`config.mk`:
```
export PLATFORM = sky130hd
export DESIGN_NAME = writeback_queue_flat
export DESIGN_NICKNAME = d
export VERILOG_FILES = /design/src/rtl/writeback_queue_if.sv /design/src/rtl/writeback_queue.sv /design/src/flat_wrapper.sv
export SDC_FILE = /design/constraint.sdc
export NUM_CORES = 1
export LEC_CHECK = 0
export BUFFER_PORTS_ARGS = -buffer_cell sky130_fd_sc_hd__buf_2
export CAP_MARGIN = 10
export CORE_UTILIZATION = 35
export DETAILED_ROUTE_END_ITERATION = 10
export GPL_TIMING_DRIVEN = 0
export PLACE_DENSITY = 0.55
export SLEW_MARGIN = 10
export SYNTH_ARGS = -nofsm -noshare
export SYNTH_HDL_FRONTEND = slang
export SYNTH_SLANG_ARGS = --single-unit
export TNS_END_PERCENT = 30
```
`constraint.sdc`:
```
create_clock -name clk -period 2.2 [get_ports clk]
set_clock_uncertainty 0.05 [all_clocks]
set_input_delay 0.33 -clock clk [delete_from_list [all_inputs] [get_ports clk]]
set_output_delay 0.33 -clock clk [all_outputs]
set_load 0.01 [all_outputs]
```
`src/rtl/writeback_queue_if.sv`:
```
// rtl/writeback_queue_if.sv - writeback queue enqueue, register-file write and forwarding signals
// slave is the queue itself; master is whoever feeds requests and observes writes.
interface writeback_queue_if;
    logic        in_valid;
    logic [4:0]  in_addr;
    logic [31:0] in_data;
    logic        in_ready;
    logic        wb_hold;
    logic        regWrite;
    logic [4:0]  regWaddr;
    logic [31:0] data;
    logic [4:0]  fwd1addr;
    logic [4:0]  fwd2addr;
    logic        fwd1hit;
    logic        fwd2hit;
    logic [31:0] fwd1data;
    logic [31:0] fwd2data;
    logic        empty;

    modport slave (
        input  in_valid, in_addr, in_data, wb_hold, fwd1addr, fwd2addr,
        output in_ready, regWrite, regWaddr, data, fwd1hit, fwd2hit, fwd1data, fwd2data, empty
    );

    modport master (
        output in_valid, in_addr, in_data, wb_hold, fwd1addr, fwd2addr,
        input  in_ready, regWrite, regWaddr, data, fwd1hit, fwd2hit, fwd1data, fwd2data, empty
    );
endinterface

```
`src/rtl/writeback_queue.sv`:
```
// rtl/writeback_queue.sv - circular writeback FIFO draining into a register file write port
// Forwarding lookups are built only when WBQ_FORWARD_EN is defined; otherwise hits/data read 0.
module writeback_queue #(
    parameter int DEPTH = 4
) (
    input  logic              clk,
    input  logic              rst,
    writeback_queue_if.slave  bus
);
    localparam int PW = (DEPTH > 1) ? $clog2(DEPTH) : 1;
    localparam int CW = PW + 1;

    logic [PW-1:0] rd_ptr_q, rd_ptr_d;
    logic [PW-1:0] wr_ptr_q, wr_ptr_d;
    logic [CW-1:0] count_q, count_d;
    logic [4:0]    addr_q [DEPTH];
    logic [31:0]   data_q [DEPTH];

    logic ready_w, empty_w, write_w, push, pop;

    always_comb begin
        ready_w  = count_q < CW'(DEPTH);
        empty_w  = (count_q == '0);
        write_w  = !empty_w && !bus.wb_hold;
        // Register 0 requests complete the handshake but never occupy a slot.
        push     = bus.in_valid && ready_w && (bus.in_addr != 5'd0);
        pop      = write_w;
        rd_ptr_d = pop  ? rd_ptr_q + PW'(1) : rd_ptr_q;
        wr_ptr_d = push ? wr_ptr_q + PW'(1) : wr_ptr_q;
        count_d  = count_q;
        if (push && !pop) count_d = count_q + CW'(1);
        if (pop && !push) count_d = count_q - CW'(1);
    end

    always_ff @(posedge clk or posedge rst) begin
        if (rst) begin
            rd_ptr_q <= '0;
            wr_ptr_q <= '0;
            count_q  <= '0;
        end else begin
            rd_ptr_q <= rd_ptr_d;
            wr_ptr_q <= wr_ptr_d;
            count_q  <= count_d;
        end
    end

    always_ff @(posedge clk) begin
        if (push) begin
            addr_q[wr_ptr_q] <= bus.in_addr;
            data_q[wr_ptr_q] <= bus.in_data;
        end
    end

    assign bus.in_ready = ready_w;
    assign bus.empty    = empty_w;
    assign bus.regWrite = write_w;
    assign bus.regWaddr = addr_q[rd_ptr_q];
    assign bus.data     = data_q[rd_ptr_q];

`ifdef WBQ_FORWARD_EN
    logic [PW-1:0] idx;

    // Scan oldest to youngest so the last match wins.
    always_comb begin
        bus.fwd1hit  = 1'b0;
        bus.fwd2hit  = 1'b0;
        bus.fwd1data = '0;
        bus.fwd2data = '0;
        idx          = '0;
        for (int i = 0; i < DEPTH; i++) begin
            idx = rd_ptr_q + PW'(i);
            if (CW'(i) < count_q) begin
                if (bus.fwd1addr != 5'd0 && addr_q[idx] == bus.fwd1addr) begin
                    bus.fwd1hit  = 1'b1;
                    bus.fwd1data = data_q[idx];
                end
                if (bus.fwd2addr != 5'd0 && addr_q[idx] == bus.fwd2addr) begin
                    bus.fwd2hit  = 1'b1;
                    bus.fwd2data = data_q[idx];
                end
            end
        end
    end
`else
    logic unused_fwd;
    assign unused_fwd   = ^{bus.fwd1addr, bus.fwd2addr};
    assign bus.fwd1hit  = 1'b0;
    assign bus.fwd2hit  = 1'b0;
    assign bus.fwd1data = '0;
    assign bus.fwd2data = '0;
`endif
endmodule

```
`src/flat_wrapper.sv`:
```
// flat-port wrapper written by rule: the top's interface ports become plain ports
module writeback_queue_flat 
#(
    parameter int DEPTH = 4
)
  (clk, rst, bus_in_valid, bus_in_addr, bus_in_data, bus_wb_hold, bus_fwd1addr, bus_fwd2addr, bus_in_ready, bus_regWrite, bus_regWaddr, bus_data, bus_fwd1hit, bus_fwd2hit, bus_fwd1data, bus_fwd2data, bus_empty);
  writeback_queue_if bus_i ();
  input  logic clk;
  input  logic rst;
  input wire logic [$bits(bus_i.in_valid)-1:0] bus_in_valid;
  input wire logic [$bits(bus_i.in_addr)-1:0] bus_in_addr;
  input wire logic [$bits(bus_i.in_data)-1:0] bus_in_data;
  input wire logic [$bits(bus_i.wb_hold)-1:0] bus_wb_hold;
  input wire logic [$bits(bus_i.fwd1addr)-1:0] bus_fwd1addr;
  input wire logic [$bits(bus_i.fwd2addr)-1:0] bus_fwd2addr;
  output wire logic [$bits(bus_i.in_ready)-1:0] bus_in_ready;
  output wire logic [$bits(bus_i.regWrite)-1:0] bus_regWrite;
  output wire logic [$bits(bus_i.regWaddr)-1:0] bus_regWaddr;
  output wire logic [$bits(bus_i.data)-1:0] bus_data;
  output wire logic [$bits(bus_i.fwd1hit)-1:0] bus_fwd1hit;
  output wire logic [$bits(bus_i.fwd2hit)-1:0] bus_fwd2hit;
  output wire logic [$bits(bus_i.fwd1data)-1:0] bus_fwd1data;
  output wire logic [$bits(bus_i.fwd2data)-1:0] bus_fwd2data;
  output wire logic [$bits(bus_i.empty)-1:0] bus_empty;
  assign bus_i.in_valid = bus_in_valid;
  assign bus_i.in_addr = bus_in_addr;
  assign bus_i.in_data = bus_in_data;
  assign bus_i.wb_hold = bus_wb_hold;
  assign bus_i.fwd1addr = bus_fwd1addr;
  assign bus_i.fwd2addr = bus_fwd2addr;
  assign bus_in_ready = bus_i.in_ready;
  assign bus_regWrite = bus_i.regWrite;
  assign bus_regWaddr = bus_i.regWaddr;
  assign bus_data = bus_i.data;
  assign bus_fwd1hit = bus_i.fwd1hit;
  assign bus_fwd2hit = bus_i.fwd2hit;
  assign bus_fwd1data = bus_i.fwd1data;
  assign bus_fwd2data = bus_i.fwd2data;
  assign bus_empty = bus_i.empty;
  writeback_queue #(.DEPTH(DEPTH)) u_core (.clk(clk), .rst(rst), .bus(bus_i));
endmodule
```
# Word level (Yosys, flattened, before mapping)
# Memories as Yosys holds them, arrays and structs flattened.
# Index checks and enable logic that the tools add are counted.
# totals
regBits	7
ramBits	148
out_inout_bits	106
word_cells	26
memories	2
# op_classes
addsub	4
n_lt_le_gt_ge	1
mux	4
n_reduce_logical	12
# mem_list
memory	words	word_bits	read_ports	rd_ports_with_merged_regs	write_ports	line_no	text
u_core.data_q	4	32	1	0	1	writeback_queue.sv:17	logic [31:0] data_q [DEPTH];
u_core.addr_q	4	5	1	0	1	writeback_queue.sv:16	logic [4:0] addr_q [DEPTH];
# op_table
operator	n
$mux W3	2
$logic_and A1 B1 Y1	5
$reduce_bool A5 Y1	1
$add A2 B1 Y2 const B	2
$logic_not A1 Y1	4
$add A3 B1 Y3 const B	1
$logic_not A3 Y1	1
$lt A3 B3 Y1 const B	1
$sub A3 B1 Y3 const B	1
$mux W1	2
$reduce_bool A2 Y1	1

# Depth between registers and ports, before layout
# logic_depth
ltp_word	7
depth_mapped	9

# Worst setup path before layout
# Ideal clock, no wire load.
# synth_path
path_type	input-to-reg
from	in bus_in_addr[1]
to	reg u_core.count_q[2]
setup_time_ps	80
arrival_time_ps	2037
slack_ps	33
cell_stages	9
path_buffers	0
path_cell_list	or3_1 o311a_4 inv_1 ha_1 inv_1 fa_1 xor2_1 nor2_1 xnor2_1
# synth_between
elab_chain_cells	5
# synth_rtl
item	line_no	text
start: declaration	flat_wrapper.sv:11	input wire logic [$bits(bus_i.in_addr)-1:0] bus_in_addr;
$reduce_bool A5 Y1 *	writeback_queue.sv:26	push = bus.in_valid && ready_w && (bus.in_addr != 5'd0);
$logic_and A1 B1 Y1 *	writeback_queue.sv:26	
$logic_not A1 Y1	writeback_queue.sv:32	if (pop && !push) count_d = count_q - CW'(1);
$logic_and A1 B1 Y1	writeback_queue.sv:32	
$mux W3 or $reduce_bool A2 Y1 (tied branches)	n/a	
end signal: assignment	writeback_queue.sv:43	count_q <= count_d;
end: declaration	writeback_queue.sv:15	logic [CW-1:0] count_q, count_d;
# Mark *: on every way between the ends. The rest lies on a longest branch, timed or not.
# A chain may end at the register's enable or synchronous reset.

# Worst setup path after layout
# layout_path
from	reg u_core.rd_ptr_q[0]
to	out bus_data[22]
# layout_between
elab_chain_cells	1
# layout_rtl
item	line_no	text
start: declaration	writeback_queue.sv:13	logic [PW-1:0] rd_ptr_q, rd_ptr_d;
start signal: assignment	writeback_queue.sv:41	rd_ptr_q <= rd_ptr_d;
$mem_v2 Z4 W32	n/a	
end: declaration	flat_wrapper.sv:19	output wire logic [$bits(bus_i.data)-1:0] bus_data;
# Every way passes these cells.

==> reports/results.ini <==
[power]
ir_worst_vdd_uv=633
p_sw_share_pct=27.0
switchingPower_mw=2.66
combPwrFrac_pct=29.6
powerDensity_nw_per_um2=1240
power_mw=9.84
p_int_mw=7.18
power.leakage_nw=3.09
clkPwrFrac_pct=31.4
pwr-share-seq_pct=39.0

[global_route]
antenna_found_initial=0
grtUsageTotal_pct=12.8
first_global_vias=2958
grt_max_degree=38
overflow=0
grt_pass1_wl_um=16400

[floorplan]
fp.coreArea_um2=17400
initial_core_util_pct=36.1
die_area_um2=18400
die_h_um=136
row_count=48
die_w_um=136
io_pins=157

[timing]
tightest_slew_ns=0.628
slew_violations=0
period_share_pct=98.7
finalHoldViolCount=0
rsz0062_at_grt=yes
min_period_ns=2.17
fin_ws_ns=0.0283
relSlewSlack_pct=58.1
clock.fmax_mhz=460
tns_ns=0
setup_viol=0

[synth]
async_flop_share_pct=4.52
synth_commonest_cells=edfxtp_1 (148), buf_4 (68), mux4_2 (37)
ys_seq_elements=155
synth_top_cell_area_share_pct=71.0
yosysTopAreaCell=edfxtp_1
syn-mean-instance-area_um2=20.9
syn_inst=299
synth.most_common_cell=edfxtp_1
synth_cell_types=20
synth_warnings=0
ys_seq_area_share_pct=73.8
synthesis.area_um2=6260
synth_area_leaders=edfxtp_1 (71%), mux4_2 (13%), buf_4 (8.2%)
synthFlopType=edfxtp_1
synth-edff-count=148

[placement]
gp_congestion=0.618
dpl_cell_area_um2=7190
post-place-ws_ns=-0.306
hpwl_um=6810
numPortBuffers=80

[route]
first_pass_iters=4
drc_errors=0
wl_per_cell_um=15.7
wl_um=11100
viasPerCell=4.22
drt_iter0_drc=168
drtAntennaViolNets=0
vias=2972

[setup_path]
cp.arrival_ns=1.79
cp-start-kind=flop
critPathKind=flop to primary output
crit_required_ns=1.82
end_kind=primary output
path_max_fanout=10

[min_path]
hold_class=input port to flop

[clocking]
cts_tree=yes
clkLatencyLatePin_ns=0.42
cts_buffers=17
cts_max_path_buffers=2
clkTransAtPathRegs_ns=0.06
cts.sinks=155
h-tree-depth=4
cts_root_buf=clkbuf_16

[finish]
ff_latch_area_um2=4620
fin_nets=523
drive_above_1_share_pct=47.8
finish.instance_area_um2=7940
multi_input_area_um2=1320
final_core_util_pct=45.7
area_delta_synth_final_pct=26.8
fill_cells=1534
antenna_cells=0

[run_status]
outcome=finished, final reports clean

[job]
max_cap_viol_count=0

==> per-stage QoR <==
step / std cells / hold slack, ns
final: 704 / 0.0789
after global placement: 669 / 0.222
after CTS: 704 / 0.0523
after floorplan: 364 / 0.0834
after global routing: 704 / 0.0560
after detailed placement: 669 / 0.228
==> final cells by class <==
class                   instances  area share, %
well taps                     225           3.55
clock buffers                  19           5.45
repair buffers                 83           5.83
flip-flops and latches        155           58.2
inverters                       8          0.378
plain buffers                  74           7.42
multi-input cells             127           16.7
clock inverters                13           2.51
==> power groups by stage <==
stage	Combinational, mW	Clock [mW]	Sequential (mW)
finish	2.91	3.09	3.84
global route	3.18	3.27	3.88
CTS	2.92	3.16	3.85
detailed placement	2.76	0	3.90
global placement	2.74	0	3.88
floorplan	1.85	0	3.85
==> logic make-up (layout without fill, tap and decap cells) <==
group                      after synthesis  in the layout  share of synthesized area, %
AOI/OAI and AO/OA                        1              1                         0.340
xor gates and xnor gates                 6              6                         0.839
adders and majority gates                6              6                          1.32
buffers and inverters                   82            197                          9.07
DFF                                    155            155                          73.8
muxes                                   39             39                          13.7
other                                    1             66                        0.0599
and+or+nand+nor                          9              9                         0.899
==> worst max-delay path: stages, from the launching register on <==
cell and delay [ns]:
dfrtp_2 0.43, buf_12 0.13, buf_12 0.14, mux4_2 0.53, buf_6 0.14
==> metal layers <==
layer | global-route usage [%] | part of all wire (%) | wire length, um | vias to the layer above
met5 | 0 | 0 | 0 | -
met4 | 7.12 | 2.2 | 240 | 0
met3 | 3.44 | 4.5 | 501 | 19
met2 | 20.8 | 51 | 5680 | 87
met1 | 15.4 | 42 | 4640 | 1493
li1 | - | - | - | 1373
==> flip-flops by register name (all words and copies together), names as in the netlist <==
register	flops
u_core.addr_q	20
u_core.count_q	3
u_core.data_q	128
u_core.rd_ptr_q	2
u_core.wr_ptr_q	2
==> final timing paths <==
path / start / depth (start not counted) / slack, ns / to
max: u_core.rd_ptr_q[0]$_DFFE_PP0P_ / 4 / 0.03 / bus_data[22]
min: bus_in_data[15] / 1 / 0.08 / u_core.data_q[1][15]$_DFFE_PP_
max reg2reg: u_core.count_q[0]$_DFFE_PP0P_ / 8 / 0.29 / u_core.count_q[2]$_DFFE_PP0P_
min reg2reg: u_core.count_q[0]$_DFFE_PP0P_ / 1 / 0.47 / u_core.count_q[0]$_DFFE_PP0P_
max in group asynchronous: rst / 3 / 1.54 / u_core.rd_ptr_q[0]$_DFFE_PP0P_
min in group asynchronous: rst / 3 / 0.33 / u_core.wr_ptr_q[0]$_DFFE_PP0P_
==> cell usage in the layout, fill, tap and decap left out, types with 4 or more instances in the layout <==
master,n
inv_1,8
buf_6,5
conb_1,66
clkbuf_16,17
and2_4,4
buf_2,76
dfrtp_1,6
clkinv_2,4
edfxtp_1,148
buf_4,70
mux4_2,37
bufinv_16,5
ha_1,5
==> what timing repair did <==
action / CTS / global route
gates resized for setup: 14 / 12
hold buffers: 1 / 0
buffers inserted: 2 / 0
setup endpoints to repair: 34 / 151
hold endpoints to repair: 7 / 0
cloned: 0 / 0
Note: power is estimated with default switching activity, not from simulation.
